==> src/rtl/apb_arb_pkg.sv <==
// Shared definitions for the two-requester APB front end.
//   APB_ADDR_W / APB_DATA_W : bridge address and data widths
//   arb_state_t             : one-hot arbiter state encoding
package apb_arb_pkg;

  localparam int APB_ADDR_W = 9;
  localparam int APB_DATA_W = 8;

  typedef enum logic [3:0] {
    IDLE  = 4'b0001,
    ISSUE = 4'b0010,
    WAIT  = 4'b0100,
    RESP  = 4'b1000
  } arb_state_t;

endpackage

==> src/rtl/apb_rr_pick2.sv <==
// Two-way round-robin winner select (purely combinational).
//   valid[1:0]  : pending command per requester
//   last_owner  : requester granted most recently
//   grant_vld   : at least one requester is pending
//   winner      : index of the requester to serve
module apb_rr_pick2 (
  input  logic [1:0] valid,
  input  logic       last_owner,
  output logic       grant_vld,
  output logic       winner
);

  assign grant_vld = |valid;
  // On a tie the requester that did not go last wins; otherwise the lone one.
  assign winner    = (&valid) ? ~last_owner : valid[1];

endmodule

==> src/rtl/apb_req_arbiter.sv <==
// Two-requester front end for the APB master bridge. Grants one command at a
// time with round-robin priority, drives the bridge command inputs, follows
// the APB handshake to completion and returns data/error to the owner. A
// watchdog forces an error completion if the slave hangs.
//   PCLK, PRESETn              : clock, asynchronous active-low reset
//   reqN_valid/write/addr/wdata: command from requester N
//   reqN_ready                 : command accepted this cycle (combinational)
//   reqN_done/rdata/err        : one-cycle completion with read data / error
//   transfer, READ_WRITE, apb_*: command drive to the bridge
//   bus_penable/pready/pslverr/prdata : handshake observed from the bus
//   busy, owner                : arbiter not idle, current/last granted index
module apb_req_arbiter
  import apb_arb_pkg::*;
#(
  parameter int TIMEOUT_CYCLES = 16,
  parameter int CNT_W          = 8
) (
  input  logic                  PCLK,
  input  logic                  PRESETn,
  input  logic                  req0_valid,
  input  logic                  req0_write,
  input  logic [APB_ADDR_W-1:0] req0_addr,
  input  logic [APB_DATA_W-1:0] req0_wdata,
  output logic                  req0_ready,
  output logic                  req0_done,
  output logic [APB_DATA_W-1:0] req0_rdata,
  output logic                  req0_err,
  input  logic                  req1_valid,
  input  logic                  req1_write,
  input  logic [APB_ADDR_W-1:0] req1_addr,
  input  logic [APB_DATA_W-1:0] req1_wdata,
  output logic                  req1_ready,
  output logic                  req1_done,
  output logic [APB_DATA_W-1:0] req1_rdata,
  output logic                  req1_err,
  output logic                  transfer,
  output logic                  READ_WRITE,
  output logic [APB_ADDR_W-1:0] apb_write_paddr,
  output logic [APB_ADDR_W-1:0] apb_read_paddr,
  output logic [APB_DATA_W-1:0] apb_write_data,
  input  logic                  bus_penable,
  input  logic                  bus_pready,
  input  logic                  bus_pslverr,
  input  logic [APB_DATA_W-1:0] bus_prdata,
  output logic                  busy,
  output logic                  owner
);

  arb_state_t                 state;
  logic                       last_owner;
  logic [CNT_W-1:0]           wdog_cnt;
  logic [CNT_W-1:0]           wdog_nxt;
  logic [1:0]                 done_q;
  logic [1:0]                 err_q;
  logic [1:0][APB_DATA_W-1:0] rdata_q;

  logic                       grant_vld;
  logic                       winner;
  logic                       grant;
  logic                       in_flight;
  logic                       timeout;
  logic                       fin;
  logic                       fin_err;
  logic [APB_DATA_W-1:0]      fin_rdata;
  logic                       sel_write;
  logic [APB_ADDR_W-1:0]      sel_addr;
  logic [APB_DATA_W-1:0]      sel_wdata;

  apb_rr_pick2 u_pick (
    .valid      ({req1_valid, req0_valid}),
    .last_owner (last_owner),
    .grant_vld  (grant_vld),
    .winner     (winner)
  );

  // Holding off while PENABLE is still high keeps a grant from overlapping
  // the tail of a transfer the bridge has not yet closed.
  assign grant      = (state == IDLE) && grant_vld && !bus_penable;
  assign req0_ready = grant && !winner;
  assign req1_ready = grant &&  winner;

  // Dropped in the PENABLE cycle so the bridge does not chain a second transfer.
  assign transfer   = (state == ISSUE) && !bus_penable;
  assign busy       = (state != IDLE);

  assign in_flight  = (state == ISSUE) || (state == WAIT);
  assign wdog_nxt   = wdog_cnt + CNT_W'(1);
  assign timeout    = in_flight && (wdog_nxt == CNT_W'(TIMEOUT_CYCLES - 1));

  // NOTE: every always_comb output gets a default first so no path leaves it
  // unassigned, which would otherwise infer a latch.
  always_comb begin
    sel_write = req0_write;
    sel_addr  = req0_addr;
    sel_wdata = req0_wdata;
    if (winner) begin
      sel_write = req1_write;
      sel_addr  = req1_addr;
      sel_wdata = req1_wdata;
    end
  end

  // Completion priority: watchdog, then slave error, then normal PREADY.
  always_comb begin
    fin       = 1'b0;
    fin_err   = 1'b0;
    fin_rdata = '0;
    if (in_flight) begin
      if (timeout || bus_pslverr) begin
        fin     = 1'b1;
        fin_err = 1'b1;
      end else if ((state == WAIT) && bus_penable && bus_pready) begin
        fin       = 1'b1;
        fin_rdata = bus_prdata;
      end
    end
  end

  // NOTE: sequential state uses non-blocking assignments so every register
  // samples pre-edge values regardless of statement order.
  always_ff @(posedge PCLK or negedge PRESETn) begin
    if (!PRESETn) begin
      state           <= IDLE;
      last_owner      <= 1'b1;
      owner           <= 1'b0;
      wdog_cnt        <= '0;
      READ_WRITE      <= 1'b0;
      apb_write_paddr <= '0;
      apb_read_paddr  <= '0;
      apb_write_data  <= '0;
      done_q          <= '0;
      err_q           <= '0;
      rdata_q         <= '0;
    end else begin
      case (state)
        IDLE: begin
          if (grant) begin
            state           <= ISSUE;
            owner           <= winner;
            last_owner      <= winner;
            wdog_cnt        <= '0;
            READ_WRITE      <= ~sel_write;
            apb_write_paddr <= sel_addr;
            apb_read_paddr  <= sel_addr;
            apb_write_data  <= sel_wdata;
          end
        end
        ISSUE, WAIT: begin
          wdog_cnt <= wdog_nxt;
          if (fin) begin
            state          <= RESP;
            done_q[owner]  <= 1'b1;
            err_q[owner]   <= fin_err;
            rdata_q[owner] <= fin_rdata;
          end else if ((state == ISSUE) && bus_penable) begin
            state <= WAIT;
          end
        end
        RESP: begin
          state   <= IDLE;
          done_q  <= '0;
          err_q   <= '0;
          rdata_q <= '0;
        end
        default: state <= IDLE;
      endcase
    end
  end

  assign req0_done  = done_q[0];
  assign req1_done  = done_q[1];
  assign req0_err   = err_q[0];
  assign req1_err   = err_q[1];
  assign req0_rdata = rdata_q[0];
  assign req1_rdata = rdata_q[1];

endmodule

==> config.mk <==
export PLATFORM = sky130hd
export DESIGN_NAME = apb_req_arbiter
export DESIGN_NICKNAME = d
export VERILOG_FILES = /design/src/rtl/apb_arb_pkg.sv /design/src/rtl/apb_rr_pick2.sv /design/src/rtl/apb_req_arbiter.sv
export SDC_FILE = /design/constraint.sdc
export NUM_CORES = 1
export LEC_CHECK = 0
export ABC_AREA = 1
export BUFFER_PORTS_ARGS = -buffer_cell sky130_fd_sc_hd__buf_2
export CAP_MARGIN = 20
export CORE_ASPECT_RATIO = 0.75
export CORE_MARGIN = 2
export CORE_UTILIZATION = 30
export CTS_BUF_LIST = sky130_fd_sc_hd__clkbuf_4 sky130_fd_sc_hd__clkbuf_8 sky130_fd_sc_hd__clkbuf_16
export DETAILED_ROUTE_END_ITERATION = 8
export SYNTH_ARGS = -nofsm -noshare
export SYNTH_HDL_FRONTEND = slang
export SYNTH_SLANG_ARGS = --single-unit
==> constraint.sdc <==
create_clock -name PCLK -period 2.16 [get_ports PCLK]
set_input_delay 0.432 -clock PCLK [delete_from_list [all_inputs] [get_ports PCLK]]
set_output_delay 0.432 -clock PCLK [all_outputs]
set_load 0.01 [all_outputs]
* After elaboration in Yosys (flattened, before gate mapping) *
Index checks and enable logic that the tools add are counted.

word-level totals
  word-level logic and storage cells = 79
  register bits after elaboration = 52
  input port bits = 51

cells by class
  bitwise gates (word level) = 3
  mux-type cells = 30
  equal/unequal tests = 9
  $lt $le $gt $ge = 2
  $add $sub $neg = 1
  reductions and logical operators = 23

operators by type and width
  operator                                                         number
  8-bit two-way mux                                                6
  16-bit case mux with 2 select lines                              1
  16-bit bitwise mux                                               1
  16-bit two-way mux                                               1
  8-bit case mux with 2 select lines                               1
  4-bit two-way mux                                                3
  1-bit logical AND                                                10
  2-bit AND reduction                                              5
  9-bit two-way mux                                                1
  8-bit by 1-bit adder with 8-bit output, second input constant    1
  8-bit demux with 1-bit select                                    1
  8-bit by 4-bit == test with 1-bit output, second input constant  1
  1-bit two-way mux                                                8
  2-bit case mux with 2 select lines                               2
  4-bit case mux with 2 select lines                               1
  4-bit by 1-bit == test with 1-bit output, second input constant  1
  4-bit by 2-bit == test with 1-bit output, second input constant  1
  4-bit by 3-bit == test with 1-bit output, second input constant  1
  4-bit == test, second input constant                             1
  2-bit two-way mux                                                2
  2-bit != test, second input constant                             2
  4-bit by 1-bit != test with 1-bit output, second input constant  1
  2-bit nonzero test                                               2
  2-bit OR reduction                                               2
  9 further kinds                                                  12

* Longest topological paths before layout *
Gate-level depths: netlist of run 1.

  word-level depth = 9
  gate-level depth with buffers = 13
  gate-level depth less buffers = 13

* Hierarchy *
From an unflattened synthesis of run 1, not the netlist that was laid out.

unflattened totals
  cells, all modules = 324
  area, all modules = 2541.2 µm²

modules (own cells, without submodules)
  module           area an instance (µm²)  cells an instance  times used
  apb_req_arbiter  2526.2                  321                1
  apb_rr_pick2     15.0                    3                  1

* Worst setup path before layout of run 1 *
Ideal clock, no wire load.

  kind = reg2out
  from = register state[0]
  to = output req1_ready
  arrival = 1.363 ns
  path buffers = 1
  setup slack = 0.365 ns
  cell stages (with the launch flop) = 8
  data required time = 1.728 ns
  cell sequence = dfstp_2 > inv_2 > nor3_2 > inv_2 > nor2_4 > nand3_2 > inv_2 > buf_4

on the way
  word-level cells in the longest chain between the ends = 4

RTL lines
  element                                   line                    RTL
  start: declaration                        apb_req_arbiter.sv:49   arb_state_t state;
  start signal: assignment                  apb_req_arbiter.sv:123  state <= IDLE;
  start signal: assignment                  apb_req_arbiter.sv:138  state <= ISSUE;
  start signal: assignment                  apb_req_arbiter.sv:151  state <= RESP;
  4-bit by 1-bit == test with 1-bit output  apb_req_arbiter.sv:78   assign grant = (state == IDLE) && grant_vld && !bus_penable;
  1-bit logical AND (2 in series)           apb_req_arbiter.sv:78
  1-bit logical AND                         apb_req_arbiter.sv:80   assign req1_ready = grant && winner;
  end: declaration                          apb_req_arbiter.sv:32   output logic req1_ready,

No other way between the ends.

* Worst setup path in the final report of run 1 *
Same ends and word-level chain as after synthesis.

==> results of run 1 <==
kinds of logic after synthesis:
| kind of cell | after synthesis | share of synthesized area |
|---|---|---|
| flops | 52 | 0.505 |
| fa+ha+maj | 2 | 0.00969 |
| compound gates | 14 | 0.0344 |
| buf+inv | 41 | 0.0785 |
| xor+xnor | 1 | 0.00339 |
| simple gates | 211 | 0.369 |
worst max path at each step:
stage / from / endpoint / slack, ns / cells after the start
after floorplan: state[0]$_DFFE_PN1P_ / req1_ready / 0.37 / 7
after global placement: wdog_cnt[0]$_DFFE_PN0P_ / req1_rdata[4]$_DFFE_PN0P_ / 0.33 / 11
after detailed placement: wdog_cnt[1]$_DFFE_PN0P_ / req1_rdata[7]$_DFFE_PN0P_ / 0.28 / 13
after CTS: state[0]$_DFFE_PN1P_ / req1_ready / 0.05 / 7
after global routing: state[0]$_DFFE_PN1P_ / req1_ready / 0.003 / 7
final: state[0]$_DFFE_PN1P_ / req1_ready / 0.09 / 7
through the flow:
stage | total power [mW] | worst slack [ns] | hold WS, ns
6_report | 3.39 | 0.0855 | 0.0830
5_1_grt | 3.63 | 0.00279 | 0.116
4_1_cts | 3.41 | 0.0472 | 0.0947
3_5_place_dp | 2.57 | 0.280 | 0.413
3_3_place_gp | 2.56 | 0.331 | 0.421
2_1_floorplan | 2.15 | 0.365 | 0.136
power by group through the flow:
stage                     sequential [mW]  clock [mW]  combinational, mW
final                                1.43       0.822               1.14
after global routing                 1.47       0.893               1.27
after CTS                            1.43       0.852               1.13
after detailed placement             1.44           0               1.13
after global placement               1.44           0               1.11
after floorplan                      1.50           0              0.651
repair_timing:
item                                    CTS  global route
endpoints found under the setup margin    0             2
setup buffers                             0             3
resized for setup                         0             4
flip-flops by register name, summed over array words and instances (netlist names):
register / count
apb_read_paddr: 9
apb_write_data: 8
req0_rdata: 8
req1_rdata: 8
wdog_cnt: 8
state: 4
done_q: 2
err_q: 2
READ_WRITE: 1
last_owner: 1
owner: 1
cell type report:
type | count | area (um^2)
clock inverter | 1 | 7.51
multi-input combinational | 228 | 1090
tap | 108 | 135
sequential | 52 | 1300
clock buffer | 7 | 146
inverter | 26 | 97.6
fill | 901 | 5060
timing repair buffer | 110 | 571
per-layer routing:
metal  track usage  vias to the layer above  share of wire
met5             0                        -              0
met4        0.0460                        0         0.0067
met3        0.0426                        4          0.073
met2         0.229                       80           0.44
met1         0.195                     1086           0.48
li1              -                     1192              -
worst register-to-register path, cell delays in order, from the launching register on:
cell and delay, ns:
dfrtp_1 0.45, nor2_1 0.22, nand2_2 0.14, nand2_8 0.13
nand3_2 0.07, nor2_2 0.12, nand3_2 0.09, nand2_4 0.16
nand2_4 0.09, nand3_4 0.09, nand2_4 0.11, nand2_1 0.09
nand2_1 0.05
layout by cell type, fill, tap and decap left out, drive strengths merged:
| master | synthesis | routed |
|---|---|---|
| nor3 | 2 | 2 |
| buf | 12 | 110 |
| clkbuf | 3 | 7 |
| nor2 | 24 | 24 |
| nand3 | 28 | 28 |
| nand2 | 155 | 155 |
| o22ai | 2 | 2 |
| ha | 2 | 2 |
| a22o | 1 | 1 |
| o211ai | 1 | 1 |
| xor2 | 1 | 1 |
| dfrtp | 50 | 50 |
| clkinvlp | 0 | 1 |
| o221ai | 1 | 1 |
| inv | 26 | 26 |
| o21ai | 9 | 9 |
| nand4 | 2 | 2 |
| dfstp | 2 | 2 |
==> impl_metrics.env, run 1 <==
export IMPL_synth_async_reset_ratio=1.00
export IMPL_initial_utilization=0.307
export IMPL_synth_enable_flop_cells=0
export IMPL_clk_insertion_delay_late_ns=0.29
export IMPL_crit_reg2reg_launch="state[1]$_DFFE_PN0P_"
export IMPL_grt_pass1_vias=2283
export IMPL_num_vias=2362
export IMPL_worst_clock_skew_ns=0.00804
export IMPL_synth_net_count=374
export IMPL_cts_hold_repair_buffers=0
export IMPL_timing_critical_path_arrival_ns=1.64
export IMPL_power_density_nw_per_um2=1010
export IMPL_cpLargestDelayFamily="flip-flops"
export IMPL_port_buffers=102
export IMPL_drt_first_pass_iters=4
export IMPL_antenna_diode_count=0
export IMPL_r2r_setup_slack_ns=0.26
export IMPL_route_final_wire_length_um=6600
export IMPL_crit_path_start_kind="flip-flop"
export IMPL_post_route_cells_drive_above_1_share=0.354
export IMPL_worst_path_most_repeated_cell="inv_2"
export IMPL_mappedNetlistArea_um2=2580
export IMPL_cts_htree_levels=2
export IMPL_grtUsageTotal=0.145
export IMPL_max_cap_viol_count=0
export IMPL_peakVddDrop_v=0.000398
export IMPL_cts_path_max_buffers=2
export IMPL_critPathKind="reg2out"
export IMPL_wire_length_of_the_first_global_routing_pass_um=11100
export IMPL_drt_drc_violations_left=0
export IMPL_crit_path_max_fanout=5
export IMPL_area_of_the_die_um2=9370
export IMPL_synth_seq_area_share=0.505
export IMPL_globalplace_congestion=0.815
export IMPL_row_count=29
export IMPL_antenna_violating_nets_post_route=0
export IMPL_worst_hold_path_type="in2async"
export IMPL_timing_critical_path_to_type="output port"
export IMPL_post_synth_top_area_cell="dfrtp_1"
export IMPL_critical_path_max_stage_delay_ns=0.56
export IMPL_critical_path_slowest_cell="dfstp_2"
export IMPL_synth_ff_type="dfrtp_1"
export IMPL_ys_ff_latch=52
export IMPL_p_sw_mw=1.23
export IMPL_finish_net_count=476
export IMPL_crit_path_cell_trace="inv_2 > nor3_4 > inv_2 > nor2_4 > nand3_4 > inv_2 > buf_2"
export IMPL_die_width_um=111
export IMPL_ctsRootBufferMaster="clkbuf_16"
export IMPL_switching_share=0.362
export IMPL_share_seq_of_total_power=0.422
export IMPL_overflow=0
export IMPL_core_area_um2=8420
export IMPL_drtIter0Drc=91
export IMPL_hpwl_um=4990
export IMPL_final_area_um2=3350
export IMPL_post_route_period_util=0.960
export IMPL_syn_mean_instance_area_um2=8.05
export IMPL_synth_top_area_frac=0.484
export IMPL_synth_area_leaders="dfrtp_1 (48%), nand2_1 (21%), nand3_1 (4.7%)"
export IMPL_yosys_warnings=0
export IMPL_max_slew_worst_pin_slew_ns=0.459
export IMPL_synthesis_instances=321
export IMPL_power_leakage_nw=1.89
export IMPL_antenna_found_initial=0
export IMPL_timing_reg2reg_worst_path_depth=12
export IMPL_tns_ns=0
export IMPL_final_instance_count_excl_fill=532
export IMPL_cts_inserted_buffers=5
export IMPL_clk_transition_reported_paths_ns=0.07
export IMPL_cell_internal_pwr_mw=2.16
export IMPL_io_pin_count=103
export IMPL_die_y_um=84.4
export IMPL_pin_count_of_the_biggest_net_entering_global_routing=20
export IMPL_dpl_cell_area_um2=3160
export IMPL_final_setup_viol_count=0
export IMPL_clock_sinks=52
export IMPL_utilization=0.398
export IMPL_finalMaxSlewViolations=0
export IMPL_wl_per_cell_um=12.4
export IMPL_slew_headroom=0.694
export IMPL_yosys_cell_count_top_type="nand2_1"
export IMPL_synth_cell_types=27
export IMPL_routed_via_density=4.44
export IMPL_cp_required_ns=1.73
export IMPL_hold_viol=0
export IMPL_outcome="finished clean"
export IMPL_critical_path_reg2reg_endpoint="req1_rdata[7]$_DFFE_PN0P_"
export IMPL_power_clock_fraction=0.243
export IMPL_critical_path_buf_inv_count=4
export IMPL_synth_cells_most_frequent="nand2_1 (146), dfrtp_1 (50), nand3_1 (24)"
export IMPL_dp_cells=521
export IMPL_cts_tree="yes"
export IMPL_maxClockFrequency_mhz=482
export IMPL_syn_to_final_growth_pct=29.8
export IMPL_period_minus_slack_ns=2.07
export IMPL_share_comb_of_total_power=0.335
export IMPL_grt_setup_unrepaired="no"
Note: power is estimated with default switching activity, not from simulation.
==> inputs of run 2 (changes only) <==
--- a/config.mk
+++ b/config.mk
@@ -13,6 +13,8 @@
 export CORE_UTILIZATION = 30
 export CTS_BUF_LIST = sky130_fd_sc_hd__clkbuf_4 sky130_fd_sc_hd__clkbuf_8 sky130_fd_sc_hd__clkbuf_16
 export DETAILED_ROUTE_END_ITERATION = 8
+export PLACE_DENSITY = 0.6
+export REMOVE_ABC_BUFFERS = 1
 export SYNTH_ARGS = -nofsm -noshare
 export SYNTH_HDL_FRONTEND = slang
 export SYNTH_SLANG_ARGS = --single-unit
==> impl_metrics.env, run 2 (synthesis gave the netlist of run 1 again) <==
export IMPL_hpwl_um=4730
export IMPL_post_route_cells_drive_above_1_share=0.351
export IMPL_power_leakage_nw=1.90
export IMPL_p_sw_mw=1.22
export IMPL_drtIter0Drc=88
export IMPL_share_seq_of_total_power=0.415
export IMPL_mostFrequentLayoutCell="nand2_1"
export IMPL_crit_path_cell_trace="inv_2 > nor3_2 > inv_2 > nor2_4 > nand2_1 > inv_2 > buf_2"
export IMPL_row_count=29
export IMPL_dp_cells=522
export IMPL_timing_critical_path_to_type="output port"
export IMPL_uppermost_metal_layer_occupied_by_signal_nets="met4"
export IMPL_final_area_um2=3350
export IMPL_critical_path_buf_inv_count=4
export IMPL_filler_cell_count=845
export IMPL_cts_hold_repair_buffers=0
export IMPL_finish_net_count=477
export IMPL_dpl_cell_area_um2=3170
export IMPL_largest_register_ff_count=9
export IMPL_cts_htree_levels=2
export IMPL_globalplace_congestion=0.828
export IMPL_grtUsageTotal=0.132
export IMPL_critPathKind="reg2out"
export IMPL_routed_via_density=4.47
export IMPL_max_slew_worst_pin_slew_ns=0.659
export IMPL_die_width_um=111
export IMPL_wire_length_of_the_first_global_routing_pass_um=10300
export IMPL_core_area_um2=8420
export IMPL_cell_internal_pwr_mw=2.18
export IMPL_cpLargestDelayFamily="flip-flops"
export IMPL_maxClockFrequency_mhz=483
export IMPL_area_sequential_um2=1300
export IMPL_slew_headroom=0.561
export IMPL_timing_critical_path_arrival_ns=1.64
export IMPL_area_of_the_die_um2=9370
export IMPL_post_route_period_util=0.958
export IMPL_crit_path_max_fanout=5
export IMPL_drt_drc_violations_left=0
export IMPL_worst_path_most_repeated_cell="inv_2"
export IMPL_regMostFlops="apb_read_paddr"
export IMPL_cp_required_ns=1.73
export IMPL_die_y_um=84.4
export IMPL_num_vias=2384
export IMPL_pin_count_of_the_biggest_net_entering_global_routing=53
export IMPL_drt_first_pass_iters=4
export IMPL_wl_met1_um=2960
export IMPL_power_clock_fraction=0.243
export IMPL_worst_clock_skew_ns=0.00593
export IMPL_wl_per_cell_um=11.7
export IMPL_cts_tree="yes"
export IMPL_fin_total_pwr_mw=3.40
export IMPL_clk_transition_reported_paths_ns=0.07
export IMPL_critical_path_slowest_cell="dfstp_2"
export IMPL_power_density_nw_per_um2=1010
export IMPL_met3RoutedLength_um=387
export IMPL_antenna_found_initial=0
export IMPL_io_pin_count=103
export IMPL_overflow=0
export IMPL_final_instance_count_excl_fill=533
export IMPL_ctsRootBufferMaster="clkbuf_16"
export IMPL_finalMaxSlewViolations=0
export IMPL_worst_hold_path_type="in2async"
export IMPL_cts_path_max_buffers=2
export IMPL_multiInputGateArea_um2=1080
export IMPL_cts_inserted_buffers=5
export IMPL_route_final_wire_length_um=6240
export IMPL_most_frequent_cells_in_the_layout="nand2_1 (146), buf_2 (102), dfrtp_1 (50)"
export IMPL_port_buffers=102
export IMPL_max_cap_viol_count=0
export IMPL_switching_share=0.360
export IMPL_clk_insertion_delay_late_ns=0.29
export IMPL_crit_path_start_kind="flip-flop"
export IMPL_period_minus_slack_ns=2.07
export IMPL_peakVddDrop_v=0.000428
export IMPL_antenna_violating_nets_post_route=0
export IMPL_antenna_diode_count=0
export IMPL_outcome="finished clean"
export IMPL_syn_to_final_growth_pct=29.8
export IMPL_final_setup_viol_count=0
export IMPL_tns_ns=0
export IMPL_grt_pass1_vias=2215
export IMPL_initial_utilization=0.307
export IMPL_clock_sinks=52
export IMPL_critical_path_max_stage_delay_ns=0.57
export IMPL_total_length_of_routed_met2_wires_um=2850
export IMPL_share_comb_of_total_power=0.342
export IMPL_hold_viol=0
==> run 2: path summary, 6_finish.rpt <==
| kind | slack [ns] | to | start | depth (start not counted) |
|---|---|---|---|---|
| setup / recovery | 0.09 | req0_ready | state[0]$_DFFE_PN1P_ | 7 |
| max in group asynchronous | 1.46 | state[3]$_DFFE_PN0P_ | PRESETn | 2 |
| hold / removal | 0.25 | req1_rdata[3]$_DFFE_PN0P_ | PRESETn | 2 |
| min in group PCLK | 0.35 | apb_write_data[6]$_DFFE_PN0P_ | req1_wdata[6] | 3 |
| setup reg to reg | 0.30 | err_q[0]$_DFFE_PN0P_ | wdog_cnt[1]$_DFFE_PN0P_ | 11 |
| hold reg to reg | 0.47 | req0_rdata[1]$_DFFE_PN0P_ | req0_rdata[1]$_DFFE_PN0P_ | 2 |
==> run 2: stage by stage <==
| step | hold slack, ns | setup slack (ns) | util |
|---|---|---|---|
| after global routing | 0.335 | -0.00838 | 0.398 |
| final | 0.251 | 0.0910 | 0.398 |
| after global placement | 0.450 | 0.362 | 0.376 |
| after CTS | 0.296 | 0.0354 | 0.395 |
| after floorplan | 0.136 | 0.449 | - |
| after detailed placement | 0.458 | 0.302 | 0.376 |
==> run 2: per-layer routing <==
metal,vias to the layer above,track usage
met1,1117,0.174
li1,1194,-
met3,4,0.0332
met4,0,0.0337
met2,69,0.221
met5,-,0
==> run 2: cell type report <==
cell class,instances,area share
repair buffers,111,0.172
multi-input cells,228,0.323
flip-flops and latches,52,0.389
clock buffers,7,0.0437
inverters,26,0.0291
clock inverters,1,0.00224
well taps,108,0.0403
==> run 2: what timing repair did <==
action,in CTS,in global routing
endpoints found under the setup margin,0,2
resized for setup,0,1
buffers inserted,0,3
==> run 2: power by group through the flow <==
stage	Sequential, mW	Clock [mW]	Combinational, mW
floorplan	1.56	0	0.461
global placement	1.41	0	1.15
detailed placement	1.42	0	1.16
CTS	1.41	0.847	1.16
global route	1.45	0.888	1.29
finish	1.41	0.825	1.16
